## config.mk

```make
export PLATFORM = sky130hd
export DESIGN_NAME = spdif_subframe_unpack
export DESIGN_NICKNAME = d
export VERILOG_FILES = /design/src/rtl/spdif_pkg.sv /design/src/rtl/spdif_chstat_capture.sv /design/src/rtl/spdif_subframe_unpack.sv
export SDC_FILE = /design/constraint.sdc
export NUM_CORES = 1
export LEC_CHECK = 0
export ABC_CLOCK_PERIOD_IN_PS = 3300
export CAP_MARGIN = 20
export CELL_PAD_IN_SITES_DETAIL_PLACEMENT = 1
export CELL_PAD_IN_SITES_GLOBAL_PLACEMENT = 1
export CORE_UTILIZATION = 30
export CTS_CLUSTER_DIAMETER = 30
export DETAILED_ROUTE_END_ITERATION = 8
export PLACE_DENSITY_LB_ADDON = 0.1
export SYNTH_ARGS = -nofsm -noshare
export SYNTH_HDL_FRONTEND = slang
export SYNTH_HIERARCHICAL = 1
export SYNTH_SLANG_ARGS = --single-unit
```

## constraint.sdc

```tcl
create_clock -name clk -period 3.3 [get_ports clk]
set_input_delay 0.66 -clock clk [delete_from_list [all_inputs] [get_ports clk]]
set_output_delay 0.66 -clock clk [all_outputs]
set_load 0.01 [all_outputs]
```

## src/rtl/spdif_pkg.sv

```systemverilog
// spdif_pkg: shared types and constants for the S/PDIF subframe unpacker.
//   pre_t         : preamble code delivered with sof (B, M, W, invalid)
//   slot constants: bit positions inside the 28-bit subframe, bit 0 = first bit received
//   state_t       : unpacker FSM states
package spdif_pkg;

  typedef enum logic [1:0] {
    PRE_B = 2'd0,
    PRE_M = 2'd1,
    PRE_W = 2'd2,
    PRE_X = 2'd3
  } pre_t;

  localparam int AUX_LSB       = 0;
  localparam int AUD_LSB       = 4;
  localparam int V_BIT         = 24;
  localparam int U_BIT         = 25;
  localparam int C_BIT         = 26;
  localparam int P_BIT         = 27;
  localparam int SUBFRAME_BITS = 28;
  localparam int BIT_CNT_W     = 5;

  typedef enum logic [1:0] {
    ST_IDLE  = 2'd0,
    ST_SHIFT = 2'd1,
    ST_CHECK = 2'd2
  } state_t;

  // Even parity over the whole subframe (P included) gives zero.
  function automatic logic subframe_parity_ok(input logic [SUBFRAME_BITS-1:0] w);
    return ~(^w);
  endfunction

endpackage

```

## src/rtl/spdif_chstat_capture.sv

```systemverilog
// spdif_chstat_capture: assembles the channel-status block from the C bits of
// channel-0 subframes.
//   clk, rst_n  : clock, synchronous active-low reset
//   wr_i        : one-cycle strobe, a good-parity channel-0 subframe is in CHECK
//   bstart_i    : that subframe carried a B preamble (block start)
//   cbit_i      : its C bit
//   cs_data_o   : last complete block, bit 0 = first frame of the block
//   cs_valid_o  : one-cycle pulse when cs_data_o is refreshed
module spdif_chstat_capture
  import spdif_pkg::*;
#(
  parameter int CS_BITS = 192,
  parameter int CNT_W   = (CS_BITS > 1) ? $clog2(CS_BITS) : 1
) (
  input  logic               clk,
  input  logic               rst_n,
  input  logic               wr_i,
  input  logic               bstart_i,
  input  logic               cbit_i,
  output logic [CS_BITS-1:0] cs_data_o,
  output logic               cs_valid_o
);

  logic [CS_BITS-1:0] shadow_q;
  logic [CS_BITS-1:0] shadow_d;
  logic [CS_BITS-1:0] cs_data_q;
  logic               cs_valid_q;
  logic [CNT_W-1:0]   cs_cnt_q;
  logic [CNT_W-1:0]   idx_d;
  logic               last_d;

  // A B preamble restarts the block at slot 0; any partial block is simply
  // overwritten, so stale shadow bits never reach cs_data.
  always_comb begin
    idx_d           = bstart_i ? '0 : cs_cnt_q;
    shadow_d        = shadow_q;
    shadow_d[idx_d] = cbit_i;
    last_d          = (idx_d == CNT_W'(CS_BITS - 1));
  end

  always_ff @(posedge clk) begin
    if (!rst_n) begin
      shadow_q   <= '0;
      cs_data_q  <= '0;
      cs_valid_q <= 1'b0;
      cs_cnt_q   <= '0;
    end else begin
      cs_valid_q <= 1'b0;
      if (wr_i) begin
        shadow_q <= shadow_d;
        if (last_d) begin
          cs_data_q  <= shadow_d;
          cs_valid_q <= 1'b1;
          cs_cnt_q   <= '0;
        end else begin
          cs_cnt_q <= idx_d + 1'b1;
        end
      end
    end
  end

  assign cs_data_o  = cs_data_q;
  assign cs_valid_o = cs_valid_q;

endmodule

```

## src/rtl/spdif_subframe_unpack.sv

```systemverilog
// spdif_subframe_unpack: turns the decoded S/PDIF bit stream into samples.
//   clk, rst_n         : clock, synchronous active-low reset
//   sof, pre           : start-of-subframe strobe and preamble code (pre_t)
//   vin, din           : bit qualifier and subframe bit, first bit = slot 0 of the map
//   out_data/out_ch    : sample (SAMPLE_W) and channel index (CH_W)
//   out_vflag/out_ublk : V and U bits, out_bstart = subframe began with B
//   out_valid/out_ready: one-deep output register handshake
//   cs_data/cs_valid   : channel-status block capture
//   parity_err/ovf_err/frame_err : sticky flags, cleared by err_clr (a set wins)
// Optional feature macro: CHSTAT_CAPTURE_EN enables channel-status capture;
// without it cs_data and cs_valid are tied to 0.
module spdif_subframe_unpack
  import spdif_pkg::*;
#(
  parameter int SAMPLE_W = 24,
  parameter int NUM_CH   = 2,
  parameter int CS_BITS  = 192,
  parameter int CH_W     = (NUM_CH > 1) ? $clog2(NUM_CH) : 1
) (
  input  logic                clk,
  input  logic                rst_n,
  input  logic                sof,
  input  logic [1:0]          pre,
  input  logic                vin,
  input  logic                din,
  output logic [SAMPLE_W-1:0] out_data,
  output logic [CH_W-1:0]     out_ch,
  output logic                out_vflag,
  output logic                out_ublk,
  output logic                out_bstart,
  output logic                out_valid,
  input  logic                out_ready,
  output logic [CS_BITS-1:0]  cs_data,
  output logic                cs_valid,
  output logic                parity_err,
  output logic                ovf_err,
  output logic                frame_err,
  input  logic                err_clr
);

  state_t                   state_q;
  pre_t                     pre_q;
  logic [SUBFRAME_BITS-1:0] sr_q;
  logic [BIT_CNT_W-1:0]     bit_cnt_q;
  logic [CH_W-1:0]          ch_idx_q;

  logic [SAMPLE_W-1:0]      out_data_q;
  logic [CH_W-1:0]          out_ch_q;
  logic                     out_vflag_q;
  logic                     out_ublk_q;
  logic                     out_bstart_q;
  logic                     out_valid_q;
  logic                     parity_err_q;
  logic                     ovf_err_q;
  logic                     frame_err_q;

  logic                     in_check_d;
  logic                     parity_ok_d;
  logic [CH_W-1:0]          ch_next_d;
  logic                     load_d;
  logic                     par_set_d;
  logic                     ovf_set_d;
  logic                     frm_set_d;
  logic [SAMPLE_W-1:0]      sample_d;

  // Sample is MSB-aligned on the audio field: 20 bits = audio only,
  // 24 bits = audio followed by aux. Wider samples are zero padded below.
  if (SAMPLE_W <= 24) begin : g_sample_narrow
    assign sample_d = sr_q[AUD_LSB+19 -: SAMPLE_W];
  end else begin : g_sample_wide
    assign sample_d = {sr_q[AUD_LSB+19:AUX_LSB], {(SAMPLE_W-24){1'b0}}};
  end

  always_comb begin
    in_check_d  = (state_q == ST_CHECK);
    parity_ok_d = subframe_parity_ok(sr_q);
    ch_next_d   = '0;
    if (pre_q == PRE_W) begin
      ch_next_d = (ch_idx_q == CH_W'(NUM_CH - 1)) ? '0 : ch_idx_q + 1'b1;
    end
    load_d    = in_check_d & parity_ok_d & (~out_valid_q | out_ready);
    ovf_set_d = in_check_d & parity_ok_d & out_valid_q & ~out_ready;
    par_set_d = in_check_d & ~parity_ok_d;
    // Any sof while shifting aborts the subframe; in IDLE only an invalid
    // preamble is an error. A sof during CHECK is outside the timing envelope
    // and is ignored.
    frm_set_d = sof & (((state_q == ST_IDLE) & (pre == PRE_X)) | (state_q == ST_SHIFT));
  end

  always_ff @(posedge clk) begin
    if (!rst_n) begin
      state_q      <= ST_IDLE;
      pre_q        <= PRE_B;
      sr_q         <= '0;
      bit_cnt_q    <= '0;
      ch_idx_q     <= '0;
      out_data_q   <= '0;
      out_ch_q     <= '0;
      out_vflag_q  <= 1'b0;
      out_ublk_q   <= 1'b0;
      out_bstart_q <= 1'b0;
      out_valid_q  <= 1'b0;
      parity_err_q <= 1'b0;
      ovf_err_q    <= 1'b0;
      frame_err_q  <= 1'b0;
    end else begin
      parity_err_q <= par_set_d | (parity_err_q & ~err_clr);
      ovf_err_q    <= ovf_set_d | (ovf_err_q & ~err_clr);
      frame_err_q  <= frm_set_d | (frame_err_q & ~err_clr);

      case (state_q)
        ST_IDLE, ST_SHIFT: begin
          if (sof) begin
            bit_cnt_q <= '0;
            if (pre != PRE_X) begin
              state_q <= ST_SHIFT;
              pre_q   <= pre_t'(pre);
            end else begin
              state_q <= ST_IDLE;
            end
          end else if ((state_q == ST_SHIFT) && vin) begin
            // First bit ends up in sr_q[0] after 28 shifts.
            sr_q      <= {din, sr_q[SUBFRAME_BITS-1:1]};
            bit_cnt_q <= bit_cnt_q + 1'b1;
            if (bit_cnt_q == BIT_CNT_W'(SUBFRAME_BITS - 1)) begin
              state_q <= ST_CHECK;
            end
          end
        end
        ST_CHECK: begin
          // Channel advances even when the sample is dropped.
          ch_idx_q  <= ch_next_d;
          bit_cnt_q <= '0;
          state_q   <= ST_IDLE;
        end
        default: state_q <= ST_IDLE;
      endcase

      if (load_d) begin
        out_data_q   <= sample_d;
        out_ch_q     <= ch_next_d;
        out_vflag_q  <= sr_q[V_BIT];
        out_ublk_q   <= sr_q[U_BIT];
        out_bstart_q <= (pre_q == PRE_B);
        out_valid_q  <= 1'b1;
      end else if (out_ready) begin
        out_valid_q <= 1'b0;
      end
    end
  end

  assign out_data   = out_data_q;
  assign out_ch     = out_ch_q;
  assign out_vflag  = out_vflag_q;
  assign out_ublk   = out_ublk_q;
  assign out_bstart = out_bstart_q;
  assign out_valid  = out_valid_q;
  assign parity_err = parity_err_q;
  assign ovf_err    = ovf_err_q;
  assign frame_err  = frame_err_q;

`ifdef CHSTAT_CAPTURE_EN
  logic cs_wr_d;
  assign cs_wr_d = in_check_d & parity_ok_d & (ch_next_d == '0);

  spdif_chstat_capture #(
    .CS_BITS (CS_BITS)
  ) u_chstat (
    .clk        (clk),
    .rst_n      (rst_n),
    .wr_i       (cs_wr_d),
    .bstart_i   (pre_q == PRE_B),
    .cbit_i     (sr_q[C_BIT]),
    .cs_data_o  (cs_data),
    .cs_valid_o (cs_valid)
  );
`else
  assign cs_data  = '0;
  assign cs_valid = 1'b0;
`endif

endmodule
```

### Word-level counts from Yosys, hierarchy flattened

Cells that the tools add are included.

| storage, ports and cells | value |
|---|---|
| flip-flop bits (word level) | 70 |
| bits of input ports | 9 |
| output and inout port bits | 225 |

| cells by class | value |
|---|---|
| eq/ne operators | 7 |
| reduce and logical (&&, ||, !) cells | 14 |
| bitwise operators | 20 |
| mux-type cells | 11 |
| add/sub/neg operators | 2 |

Operators by type and width:

| kind | count |
|---|---|
| parity 28 bit | 1 |
| bitwise AND 1 bit | 10 |
| 2-to-1 mux 5 bit | 2 |
| case mux 5 bit (2 select lines) | 1 |
| nonzero test 2 bit | 4 |
| equality test 2 bit, second input constant | 3 |
| 2-to-1 mux 2 bit | 3 |
| AND reduction 2 bit | 3 |
| AND reduction 3 bit | 2 |
| adder 5 x 1 -> 5 bit, second input constant | 1 |
| equality test 5 bit, second input constant | 1 |
| 2-to-1 mux 1 bit | 5 |
| inverter 1 bit | 5 |
| OR 1 bit | 5 |
| zero test 2 bit | 2 |
| != test 3 bit, second input constant | 1 |
| equality test 2 x 1 -> 1 bit, second input constant | 1 |
| != test 2 bit, second input constant | 1 |
| OR reduction 2 bit | 1 |
| adder 1 bit, second input constant | 1 |
| logical AND 1 bit | 1 |

### Depth between registers and ports, before layout

Gate-level depths: netlist (run 1).

| depth | value |
|---|---|
| depth in word-level cells | 6 |
| gate-level depth with buffers | 7 |
| mapped depth without buffers | 6 |

### Worst setup path after synthesis (run 1)

OpenSTA, ideal clock, no wires.

| path | value |
|---|---|
| kind | reg-to-reg |
| start | register sr_q[15] |
| end | register out_bstart_q, in the netlist out_bstart |
| slack | 1.461 ns |
| stages on the path, launching flop included | 8 |
| clock period less this slack | 1.839 ns |
| arrival | 1.767 ns |
| cells stage by stage | dfxtp_1 > xnor2_1 > xnor2_2 > xnor3_1 > xnor3_2 > nand2_8 > buf_8 > mux2i_1 |

| between the ends | value |
|---|---|
| longest elaborated chain between the ends | 4 |

RTL lines:

| item | line | text |
|---|---|---|
| from (decl) | spdif_subframe_unpack.sv:43 | `logic [SUBFRAME_BITS-1:0] sr_q;` |
| from (signal assigned) | spdif_subframe_unpack.sv:123 | `sr_q <= {din, sr_q[SUBFRAME_BITS-1:1]};` |
| parity 28 bit | spdif_pkg.sv:31 | `return ~(^w);` |
| inverter 1 bit | spdif_pkg.sv:31 |  |
| bitwise AND 1 bit (2 in series) | spdif_subframe_unpack.sv:81 | `load_d = in_check_d & parity_ok_d & (~out_valid_q \| out_ready);` |
| to (signal assigned) | spdif_subframe_unpack.sv:144 | `out_bstart_q <= (pre_q == PRE_B);` |
| to (decl) | spdif_subframe_unpack.sv:51 | `logic out_bstart_q;` |

Every way passes these cells.
A chain may end at the register's enable or synchronous reset.

### Worst setup path after layout (run 1)

| path | value |
|---|---|
| start | register sr_q[7] |
| end | register out_data_q[13], in the netlist out_data[13] |

| between the ends | value |
|---|---|
| longest elaborated chain between the ends | 4 |

RTL lines:

| item | line | text |
|---|---|---|
| parity 28 bit | spdif_pkg.sv:31 |  |
| inverter 1 bit | spdif_pkg.sv:31 |  |
| bitwise AND 1 bit (2 in series) | spdif_subframe_unpack.sv:81 |  |
| to (signal assigned) | spdif_subframe_unpack.sv:140 | `out_data_q <= sample_d;` |
| to (decl) | spdif_subframe_unpack.sv:47 | `logic [SAMPLE_W-1:0] out_data_q;` |

Every way passes these cells.

==> out/metrics.cfg, run 1 <==
[final_layout]
antenna_cells=0
final_util=0.315
finalNetCount=577
drive_gt1_frac=0.0420
area_growth_pct=2.28

[setup_path]
end_kind=flop
crit_start=sr_q[7]
cp.required_ps=3560
crit_family=XOR/XNOR gates
start_kind=flop
crit_path_frequent_cell=xnor2_1
critPathKind=flop to flop
cp_max_fo=28
slowest_delay_ps=480
critPathBufInv=0
worstReg2RegStart=sr_q[7]
crit_path_top_delay_cell=xnor3_2
cp_cell_sequence=xor2_1 -> xnor2_1 -> xnor2_1 -> xnor3_2 -> nand2_8 -> mux2i_1
crit_arrival_ps=2340

[cts]
clock_path_buffers=2
h-tree-depth=3
cts.clk_slew.worst_paths_ps=60
cts_setup_buffers=0
numCtsBuffers=9
cts_sinks=70
cts_resized=0
cts_tree=built
cts-root-buf=clkbuf_16
holdBufCountCts=0
clock_latency_ps=330

[power_and_ir_drop]
peakVddDrop_v=0.000275
p_leak_nw=2.04
pwr_density_cell_nw_per_um2=416

[logic_synthesis]
synthFlopType=dfxtp_1
synth_area_per_cell_um2=8.40
synth_common_cells=buf_4 (193), nand2_1 (115), dfxtp_1 (70)
yosys.area_share.adder=0.00279
yosys.area_share.simple=0.142
synth_edf_count=0
synth_area_um2=4490
muxShareOfSynthArea=0.0624
ys.warnings.count=6
synth_compound_area_frac=0.0769
yosysSeqAreaShare=0.312
synthCells=535
yosysMostFrequentCell=buf_4
synth_top_family_by_area=buffers and inverters
synthTopCellsByArea=buf_4 (32%), dfxtp_1 (31%), nand2_1 (9.6%)
synth-seq-cells=70
synth_top_cell_area_share=0.323
ys_types=38
yosysTopAreaCell=buf_4
synthXorXnorAreaFrac=0.0568
async_flop_share=0

[sta]
max_freq_ghz=0.479
tns_ps=0
worst_pin_slew_ps=799
maxSlewHeadroom=0.467
skew_ps=6.18
fin_ws_ps=1210
maxSlewViolCount=0
finalCritPeriodShare=0.632
hold_slack_ps=460
setup_viol=0
grt_setup_unrepaired=false
min_period_ps=2090
hold_viol=0

[route]
first_iter_violations=117
first_pass_iters=4
wl_met3_um=439
ant_nets=0
via_per_inst=3.75
wl_per_cell_um=10.6
routedLengthMet1_um=3690
vias=2831
route.top_layer_used=met4
drc=0
wl_um=7990
met2WireLength_um=3690

[global_route]
grt_pass1_vias=2590
grt_start_max_net_pins=86
grt_use_total=0.103
antenna_found_initial=0
overflow=0
grt_pass1_wl_um=12900

[floorplanning]
fp.dieArea_um2=15500
core_um2=14600
start_util=0.308
die_x_um=124
io_pins=234
rows=44
die_y_um=124

[placed_design]
gp_congestion=0.680
place_ws_ps=972
dp_hpwl_um=5700
port_buffers=40

[outcome]
outcome=finished clean

[hold_path]
worst_hold_path_type=flop to flop
hold_path_startpoint=out_data[15]

[run]
drv_cap=0

-- placed cells by master (no fill, tap or decap), drive strengths merged, types with 3 or more instances in the layout --
| cell | netlist | routed |
|---|---|---|
| clkdlybuf4s50 | 0 | 39 |
| xnor2 | 21 | 21 |
| buf | 195 | 4 |
| clkbuf | 19 | 14 |
| mux2i | 28 | 28 |
| nor2 | 7 | 7 |
| a21boi | 29 | 29 |
| o22ai | 3 | 3 |
| dfxtp | 70 | 70 |
| conb | 1 | 193 |
| nand2 | 116 | 116 |
| nand2b | 5 | 5 |
| a21oi | 5 | 5 |
| o21ai | 5 | 5 |
| nor2b | 4 | 4 |
| and2 | 3 | 3 |
-- metal layers --
metal,up-vias,track usage
met5,-,0
met1,1311,0.131
li1,1382,-
met4,0,0.0553
met2,124,0.162
met3,14,0.0228
-- power by group --
part	internal (mW)	leakage (nW)	switching, mW	total (mW)
logic	0.0266	1.34	0.139	0.166
clock network	0.545	0.133	0.346	0.891
registers	0.849	0.564	0.00373	0.853
-- registers in the layout (all words and copies together), names as in the netlist, 2 cells and up --
signal     cells
bit_cnt_q      5
out_data      24
pre_q          2
sr_q          28
state_q        2
-- through the flow --
stage	area [um2]	power [mW]	instances
after CTS	4590	1.94	755
after floorplan	5210	1.18	727
final	4590	1.91	755
after detailed placement	4330	1.03	740
after global routing	4590	1.99	755
after global placement	4330	1.03	740
-- worst register-to-register path, cell delays in order (launching register included) --
cell and delay [ps]:
dfxtp_1 390, xor2_1 210, xnor2_1 120, xnor2_1 280
xnor3_2 480, nand2_8 280, mux2i_1 250
-- cells by family (layout without fill, tap and decap cells) --
family / count (synthesis) / in the layout
other: 1 / 193
muxes: 28 / 28
adders and majority gates: 1 / 1
AOI/OAI and AO/OA: 49 / 49
DFF: 70 / 70
and+or+nand+nor: 145 / 145
xor gates and xnor gates: 25 / 25
buffers and inverters: 216 / 60
-- worst paths after layout --
check	end	slack, ps	cells after the start
setup / recovery	out_data[13]	1210	6
hold / removal	out_data[15]	460	2
setup reg to reg	out_data[13]	1210	6
hold reg to reg	out_data[15]	460	2
-- cell type report --
class                   instances  area [um2]
clock buffers                  14         264
clock inverters                 1        5.00
fillers                      1790        9990
inverters                       2        7.51
multi-input cells             441        2270
flip-flops and latches         70        1400
well taps                     184         230
repair buffers                 43         418
(Power assumes the default switching activity.)
==> run 2, diff against run 1 <==
--- a/config.mk
+++ b/config.mk
@@ -5,11 +5,11 @@
 export SDC_FILE = /design/constraint.sdc
 export NUM_CORES = 1
 export LEC_CHECK = 0
-export ABC_CLOCK_PERIOD_IN_PS = 3300
+export ABC_CLOCK_PERIOD_IN_PS = 1900
 export CAP_MARGIN = 20
 export CELL_PAD_IN_SITES_DETAIL_PLACEMENT = 1
 export CELL_PAD_IN_SITES_GLOBAL_PLACEMENT = 1
-export CORE_UTILIZATION = 30
+export CORE_UTILIZATION = 25
 export CTS_CLUSTER_DIAMETER = 30
 export DETAILED_ROUTE_END_ITERATION = 8
 export PLACE_DENSITY_LB_ADDON = 0.1
==> constraint.sdc (replaced) <==
create_clock -name clk -period 1.9 [get_ports clk]
set_input_delay 0.38 -clock clk [delete_from_list [all_inputs] [get_ports clk]]
set_output_delay 0.38 -clock clk [all_outputs]
set_load 0.01 [all_outputs]
==> run 2 against run 1 <==
The run now ends with negative setup slack left. Clock-buffer cell count fell by 1. Total power is 78% higher. First-iteration DRC count down 35%. Combinational power is 87% higher. Routed wire length grew 9.6%. Sequential share of layout area fell by 3.2 points. Clock skew down 0.88 ps. Design area up 12%. Clock power increased by 80%. Die area increased by 20%. Cell count grew 11%. Via count grew 6.4%. Critical endpoint is now parity_err. Largest power group unchanged. Highest routed layer unchanged.
==> out/metrics.cfg, run 2 (synthesized netlist as in run 1, its figures left out) <==
[route]
vias=3011  ; was 2831
via_per_inst=3.58  ; was 3.75
ant_nets=0  ; unchanged
first_iter_violations=76  ; was 117
first_pass_iters=4  ; unchanged
wl_per_cell_um=10.4  ; was 10.6 um
wl_um=8770  ; was 7990 um
drc=0  ; unchanged

[global_route]
grt_pass1_vias=2655  ; was 2590
grt_use_total=0.0947  ; was 0.103
antenna_found_initial=0  ; unchanged
grt_start_max_net_pins=74  ; was 86
grt_pass1_wl_um=13500  ; was 12900 um
overflow=0  ; unchanged

[sta]
max_freq_ghz=0.505  ; was 0.479 GHz
skew_ps=5.30  ; was 6.18 ps
grt_setup_unrepaired=true  ; was false
fin_ws_ps=-81.9  ; was 1210 ps
hold_viol=0  ; unchanged
finalCritPeriodShare=1.04  ; was 0.632
maxSlewViolCount=0  ; unchanged
tns_ps=-300  ; was 0 ps
min_period_ps=1980  ; was 2090 ps
setup_viol=20  ; was 0
hold_slack_ps=455  ; was 460 ps

[cts]
cts_tree=built  ; unchanged
h-tree-depth=3  ; unchanged
clock_path_buffers=2  ; unchanged
cts-root-buf=clkbuf_16  ; unchanged
clock_latency_ps=330  ; about the same
cts_sinks=70  ; unchanged
cts.clk_slew.worst_paths_ps=60  ; about the same
holdBufCountCts=0  ; unchanged
numCtsBuffers=9  ; unchanged

[setup_path]
r2r_cells=8  ; was 6
cp.required_ps=2170  ; was 3560 ps
slowest_delay_ps=460  ; was 480 ps
critPathBufInv=2  ; was 0
end_kind=flop  ; unchanged
start_kind=flop  ; unchanged
crit_arrival_ps=2260  ; was 2340 ps
cp_max_fo=2  ; was 28
worstSetupPathDepth=8  ; was 6
critPathKind=flop to flop  ; unchanged
crit_family=XOR/XNOR gates  ; unchanged
cp_cell_sequence=xor2_1 -> xnor2_1 -> xnor2_1 -> xnor3_2 -> buf_4 -> buf_4 -> o22ai_1 -> and2_1  ; was xor2_1 -> xnor2_1 -> xnor2_1 -> xnor3_2 -> nand2_8 -> mux2i_1
crit_path_top_delay_cell=xnor3_2  ; unchanged

[final_layout]
antenna_cells=0  ; unchanged
largest_register=sr_q  ; unchanged
drive_gt1_frac=0.131  ; was 0.0420
final_cell_mix=conb_1 (193), nand2_1 (115), dfxtp_1 (67)  ; was conb_1 (193), nand2_1 (115), dfxtp_1 (70)
fill_cells=2131  ; was 1790
final_common_cell=conb_1  ; unchanged
largest_reg_flops=28  ; unchanged
finalNetCount=621  ; was 577
stdcell_area_um2=5140  ; was 4590 um2
area_growth_pct=14.4  ; was 2.28%
ff_latch_area_um2=1410  ; was 1400 um2
multiInputGateArea_um2=2320  ; was 2270 um2

[placed_design]
gp_congestion=0.733  ; was 0.680
place_area_um2=4790  ; was 4330 um2
port_buffers=40  ; unchanged
dp_hpwl_um=6560  ; was 5700 um
place_ws_ps=-55.7  ; was 972 ps

[floorplanning]
rows=48  ; was 44
fp.dieArea_um2=18500  ; was 15500 um2
start_util=0.258  ; was 0.308
die_x_um=136  ; was 124 um
die_y_um=136  ; was 124 um
io_pins=234  ; unchanged
core_um2=17400  ; was 14600 um2

[outcome]
outcome=finished with violations  ; was finished clean
violations=negative setup slack

[power_and_ir_drop]
pwr_density_cell_nw_per_um2=661  ; was 416 nW/um2
totalPowerFinal_mw=3.40  ; was 1.91 mW
peakVddDrop_v=0.000322  ; was 0.000275 V
p_leak_nw=2.34  ; was 2.04 nW

[hold_path]
hold_depth=2  ; unchanged
worst_hold_path_type=flop to flop  ; unchanged

[run]
drv_cap=0  ; unchanged

==> run 2: cell count changes in the layout (fill, tap and decap cells not counted), sizes merged <==
cell and delta:
buf +44, clkbuf -1, clkinv +1, clkinvlp +1
==> run 2: metal layers <==
metal  wire length (um)  vias up  track usage
met4                172        0       0.0444
met3                570       10       0.0246
met5                  0        -            0
met1               3840     1401        0.118
met2               4180      132        0.152
li1                   -     1468            -
==> run 2: worst paths after layout <==
kind | start | endpoint | slack, ps
setup / recovery | sr_q[7] | parity_err | -80
hold / removal | out_data[18] | out_data[18] | 460
setup reg to reg | sr_q[7] | parity_err | -80
hold reg to reg | out_data[18] | out_data[18] | 460
==> run 2: worst min-delay path, delay by kind of cell (launching register included) <==
family	cells	cell delay (ps)
mux	1	50
flops	1	300
simple gates	1	50
==> run 2: report_power, final <==
| group | internal, mW | switching, mW |
|---|---|---|
| Clock | 0.986 | 0.617 |
| Combinational | 0.0626 | 0.249 |
| Sequential | 1.47 | 0.00641 |
| Total | 2.52 | 0.873 |
==> run 2: stage by stage <==
step / utilization / instances
global route: 0.295 / 841
global placement: 0.275 / 824
CTS: 0.292 / 840
floorplan: - / 727
detailed placement: 0.275 / 824
finish: 0.295 / 841
==> run 2: cell type report <==
type | instances | area share
Clock buffer | 13 | 0.0526
Clock inverter | 3 | 0.00341
Inverter | 2 | 0.00146
Multi-Input combinational cell | 441 | 0.452
Sequential cell | 70 | 0.273
Tap cell | 225 | 0.0548
Timing Repair Buffer | 87 | 0.163
==> run 2: timing repair <==
item                       CTS  global route
setup endpoints to repair   28            31
pin swaps                    4             4
setup buffers                0             1
gates resized for setup      5             5
==> run 3, diff against run 2 <==
--- a/config.mk
+++ b/config.mk
@@ -6,11 +6,11 @@
 export NUM_CORES = 1
 export LEC_CHECK = 0
 export ABC_CLOCK_PERIOD_IN_PS = 1900
-export CAP_MARGIN = 20
 export CELL_PAD_IN_SITES_DETAIL_PLACEMENT = 1
 export CELL_PAD_IN_SITES_GLOBAL_PLACEMENT = 1
+export CORE_MARGIN = 4
 export CORE_UTILIZATION = 25
-export CTS_CLUSTER_DIAMETER = 30
+export CTS_CLUSTER_DIAMETER = 60
 export DETAILED_ROUTE_END_ITERATION = 8
 export PLACE_DENSITY_LB_ADDON = 0.1
 export SYNTH_ARGS = -nofsm -noshare
==> run 3 against run 2 <==
The flow still finishes with violations (negative setup slack). Sequential cell count unchanged. Non-clock buffer count decreased by 7. First-iteration DRC count increased by 59%. Global-route usage decreased by 0.26 points. Combinational power decreased by 3%. Clock skew decreased by 1.3 ps. Register-to-register slack improved by 50 ps. Sequential share of layout area increased by 0.62 points. Worst hold slack got worse by 30 ps. Maximum frequency increased by 2.8%.
==> out/metrics.cfg, run 3 (synthesized netlist as in run 1, its figures left out) <==
[sta]
tns_ps=-145  ; was -300 ps
max_freq_ghz=0.518  ; was 0.505 GHz
fin_ws_ps=-28.8  ; was -81.9 ps
hold_viol=0  ; unchanged
skew_ps=4.03  ; was 5.30 ps
min_period_ps=1930  ; was 1980 ps
setup_viol=17  ; was 20
grt_setup_unrepaired=true  ; unchanged
finalCritPeriodShare=1.02  ; was 1.04
maxSlewViolCount=0  ; unchanged

[final_layout]
instances_no_fill=833  ; was 841
drive_gt1_frac=0.118  ; was 0.131
final_util=0.289  ; was 0.295
fill_cells=2077  ; was 2131
final_cell_mix=conb_1 (193), nand2_1 (115), dfxtp_1 (64)  ; was conb_1 (193), nand2_1 (115), dfxtp_1 (67)
antenna_cells=0  ; unchanged
largest_reg_flops=28  ; unchanged
largest_register=sr_q  ; unchanged
area_growth_pct=12.4  ; was 14.4%
finalNetCount=614  ; was 621
final_common_cell=conb_1  ; unchanged

[placed_design]
port_buffers=40  ; unchanged
place_inst=817  ; was 824
dp_hpwl_um=7230  ; was 6560 um
gp_congestion=0.703  ; was 0.733
place_ws_ps=-72.7  ; was -55.7 ps

[floorplanning]
die_x_um=142  ; was 136 um
start_util=0.257  ; was 0.258
die_y_um=142  ; was 136 um
io_pins=234  ; unchanged
fp.dieArea_um2=20200  ; was 18500 um2
rows=48  ; unchanged
core_um2=17500  ; was 17400 um2

[route]
vias=2979  ; was 3011
via_per_inst=3.58  ; about the same
ant_nets=0  ; unchanged
first_pass_iters=4  ; unchanged
wl_per_cell_um=11.5  ; was 10.4 um
wl_um=9590  ; was 8770 um
first_iter_violations=121  ; was 76
drc=0  ; unchanged

[global_route]
grt_pass1_wl_um=14800  ; was 13500 um
grt_use_total=0.0922  ; was 0.0947
grt_pass1_vias=2962  ; was 2655
overflow=0  ; unchanged
grt_start_max_net_pins=50  ; was 74
antenna_found_initial=0  ; unchanged

[cts]
clock_path_buffers=2  ; unchanged
h-tree-depth=3  ; unchanged
cts.clk_slew.worst_paths_ps=50  ; was 60 ps
numCtsBuffers=9  ; unchanged
cts_tree=built  ; unchanged
cts-root-buf=clkbuf_16  ; unchanged
cts_sinks=70  ; unchanged
clock_latency_ps=340  ; was 330 ps

[setup_path]
critPathKind=flop to flop  ; unchanged
cp.required_ps=2160  ; was 2170 ps
crit_arrival_ps=2190  ; was 2260 ps
end_kind=flop  ; unchanged
cp_max_fo=10  ; was 2
start_kind=flop  ; unchanged

[power_and_ir_drop]
power_frac_clock=0.482  ; was 0.472
pwr-share-seq=0.430  ; was 0.436
pwr_density_cell_nw_per_um2=682  ; was 661 nW/um2
peakVddDrop_v=0.000331  ; was 0.000322 V
p_comb_frac=0.088  ; was 0.092
p_leak_nw=2.28  ; was 2.34 nW
p_sw_frac=0.253  ; was 0.257
p_int_mw=2.57  ; was 2.52 mW
p_switching_uw=870  ; was 873 uW

[outcome]
violations=negative setup slack  ; unchanged
outcome=finished with violations  ; unchanged

[run]
drv_cap=0  ; unchanged

[hold_path]
worst_hold_path_type=input port to flop  ; was flop to flop

-- run 3: worst paths after layout --
kind / start / depth (start not counted) / endpoint / slack [ps]
hold / removal: rst_n / 2 / pre_q[0] / 420
setup / recovery: sr_q[12] / 7 / out_data[20] / -30
setup reg to reg: sr_q[12] / 7 / out_data[20] / -30
hold reg to reg: out_data[17] / 2 / out_data[17] / 460
-- run 3: metrics by stage --
stage	power (mW)	cell area (um2)	hold WS (ps)
detailed placement	1.80	4700	453
finish	3.44	5050	425
global placement	1.80	4700	446
CTS	3.50	5020	423
global route	3.61	5050	438
floorplan	2.04	5210	432
-- run 3: area by class of cell --
cell class | count | area, um2 | area share
inverter | 2 | 7.51 | 0.00149
clock buffer | 14 | 254 | 0.0503
timing repair buffer | 80 | 749 | 0.148
clock inverter | 1 | 30.0 | 0.00595
tap | 225 | 282 | 0.0558
multi-input combinational | 441 | 2310 | 0.458
sequential | 70 | 1410 | 0.280
-- run 3: what timing repair did --
item	4_1_cts	5_1_grt
hold buffers	0	0
gates resized for setup	7	7
endpoints found under the setup margin	31	31
buffers inserted	1	0
pin swaps	2	3
cloned	0	0
-- run 3: routing by layer --
metal	global-route usage	part of all wire	vias up
met3	0.0255	0.081	12
met2	0.156	0.49	129
met1	0.106	0.41	1386
li1	-	-	1452
met4	0.0485	0.022	0
met5	0	0	-
-- run 3: power by group through the flow --
stage / registers [mW] / clock network, mW / logic (mW)
after floorplan: 1.51 / 0 / 0.530
after global placement: 1.51 / 0 / 0.289
after detailed placement: 1.51 / 0 / 0.291
after CTS: 1.48 / 1.73 / 0.291
after global routing: 1.48 / 1.79 / 0.341
final: 1.48 / 1.66 / 0.303
-- run 3: worst max-delay path: stages, from the launching register on --
cell	delay, ps
dfxtp_4	350
xnor2_2	130
xnor2_1	170
xnor3_1	450
xnor3_2	300
nand2_8	120
buf_12	150
mux2i_1	190
==> edit (flow settings as in run 2) <==
Set the parameter `SAMPLE_W` to 36 (it was 24).
--- a/src/rtl/spdif_subframe_unpack.sv
+++ b/src/rtl/spdif_subframe_unpack.sv
@@ -13,5 +13,5 @@
   import spdif_pkg::*;
 #(
-  parameter int SAMPLE_W = 24,
+  parameter int SAMPLE_W = 36,
   parameter int NUM_CH   = 2,
   parameter int CS_BITS  = 192,
Ports: changed (resized out_data); port bits go from 234 to 246. The function was not compared with the original's and may differ.
==> edit against run 2 <==
  * The run still ends with negative setup slack left
  * Core utilization shrank 0.93 points
  * Power shrank 3.7%
  * Design area is 0.12% lower
  * Setup slack better by 46 ps
  * Sequential cell count unchanged
  * Wire length increased by 1.3%
  * Sequential share of layout area rose by 0.11 points
  * Synthesized area rose by 2.0%
==> edit: results (changes against run 2) <==
[status]
status=complete, but fails checks  ; unchanged
violations=negative setup slack  ; unchanged

[final_layout]
drive_gt1_share_pct=11.7  ; was 13.1%
n_fill_cell=2201  ; was 2131
nets=629  ; was 621
area_delta_synth_final_pct=12.0  ; was 14.4%

[grt]
grt_util_met3_pct=2.21  ; was 2.46%
grt_max_degree=49  ; was 74
grt_use_met2_pct=15.8  ; was 15.2%
grt_pass1_wl_mm=13.6  ; was 13.5 mm
track_usage_pct=9.43  ; was 9.47%
grt_use_met1_pct=11.2  ; was 11.8%

[placement]
dp.final_hpwl_mm=6.60  ; was 6.56 mm
placed_cells_incl_taps=834  ; was 824
gp_congestion=0.674  ; was 0.733
post-place-ws_ps=-136  ; was -55.7 ps

[yosys]
yosys.area_share.xor_xnor_pct=5.57  ; was 5.68%
synth_fa_ha_area_share_pct=0.273  ; was 0.279%
synth_compound_area_share_pct=7.54  ; was 7.69%
syn_area_per_cell_sq_um=8.38  ; was 8.40 sq um
synth_commonest_cells=buf_4, nand2_1, dfxtp_1, a21boi_0, mux2i_1  ; unchanged
synthMuxAreaShare_pct=6.12  ; was 6.24%
synthTopCellsByArea=buf_4, dfxtp_1, nand2_1  ; unchanged

[worst_setup_path]
crit_fanout=8  ; was 2
arrival_ps=2200  ; was 2260 ps

[routing]
dr_wl_met2_mm=4.33  ; was 4.18 mm
avgRoutedWirePerCell_um=10.4  ; about the same

[sta]
fin_ws_ps=-36.4  ; was -81.9 ps
fin_worst_skew_ps=4.48  ; was 5.30 ps
setup_violations=21  ; was 20

[clocking]
cts_resized=10  ; was 5

[power]
peakVddDrop_v=0.000362  ; was 0.000322 V

[edit: path summary, 6_finish.rpt]
path                              startpoint            to  slack (ps)
worst max-delay path                sr_q[12]  out_data[34]         -40
worst min-delay path            out_data[17]  out_data[17]         460
worst max register to register      sr_q[12]  out_data[34]         -40
worst min register to register  out_data[17]  out_data[17]         460
[edit: layout make-up]
cell class | count | share of cell area (%)
tap | 229 | 5.58
sequential | 70 | 27.5
multi-input combinational | 453 | 45.9
clock inverter | 2 | 0.195
timing repair buffer | 83 | 16.0
inverter | 2 | 0.146
clock buffer | 13 | 4.68
[edit: critical path, cell delays in order (launching register included)]
cell and delay [ps]:
dfxtp_4 350, xnor2_2 130, xnor2_1 170, xnor3_1 430, xnor3_2 300, nand2_8 140, buf_12 140, mux2i_1 190
[edit: power breakdown]
part | internal (mW) | leakage, nW | total [mW] | switching, mW
Clock | 0.873 | 0.123 | 1.47 | 0.601
Combinational | 0.0605 | 1.64 | 0.317 | 0.256
Sequential | 1.47 | 0.567 | 1.48 | 0.00648
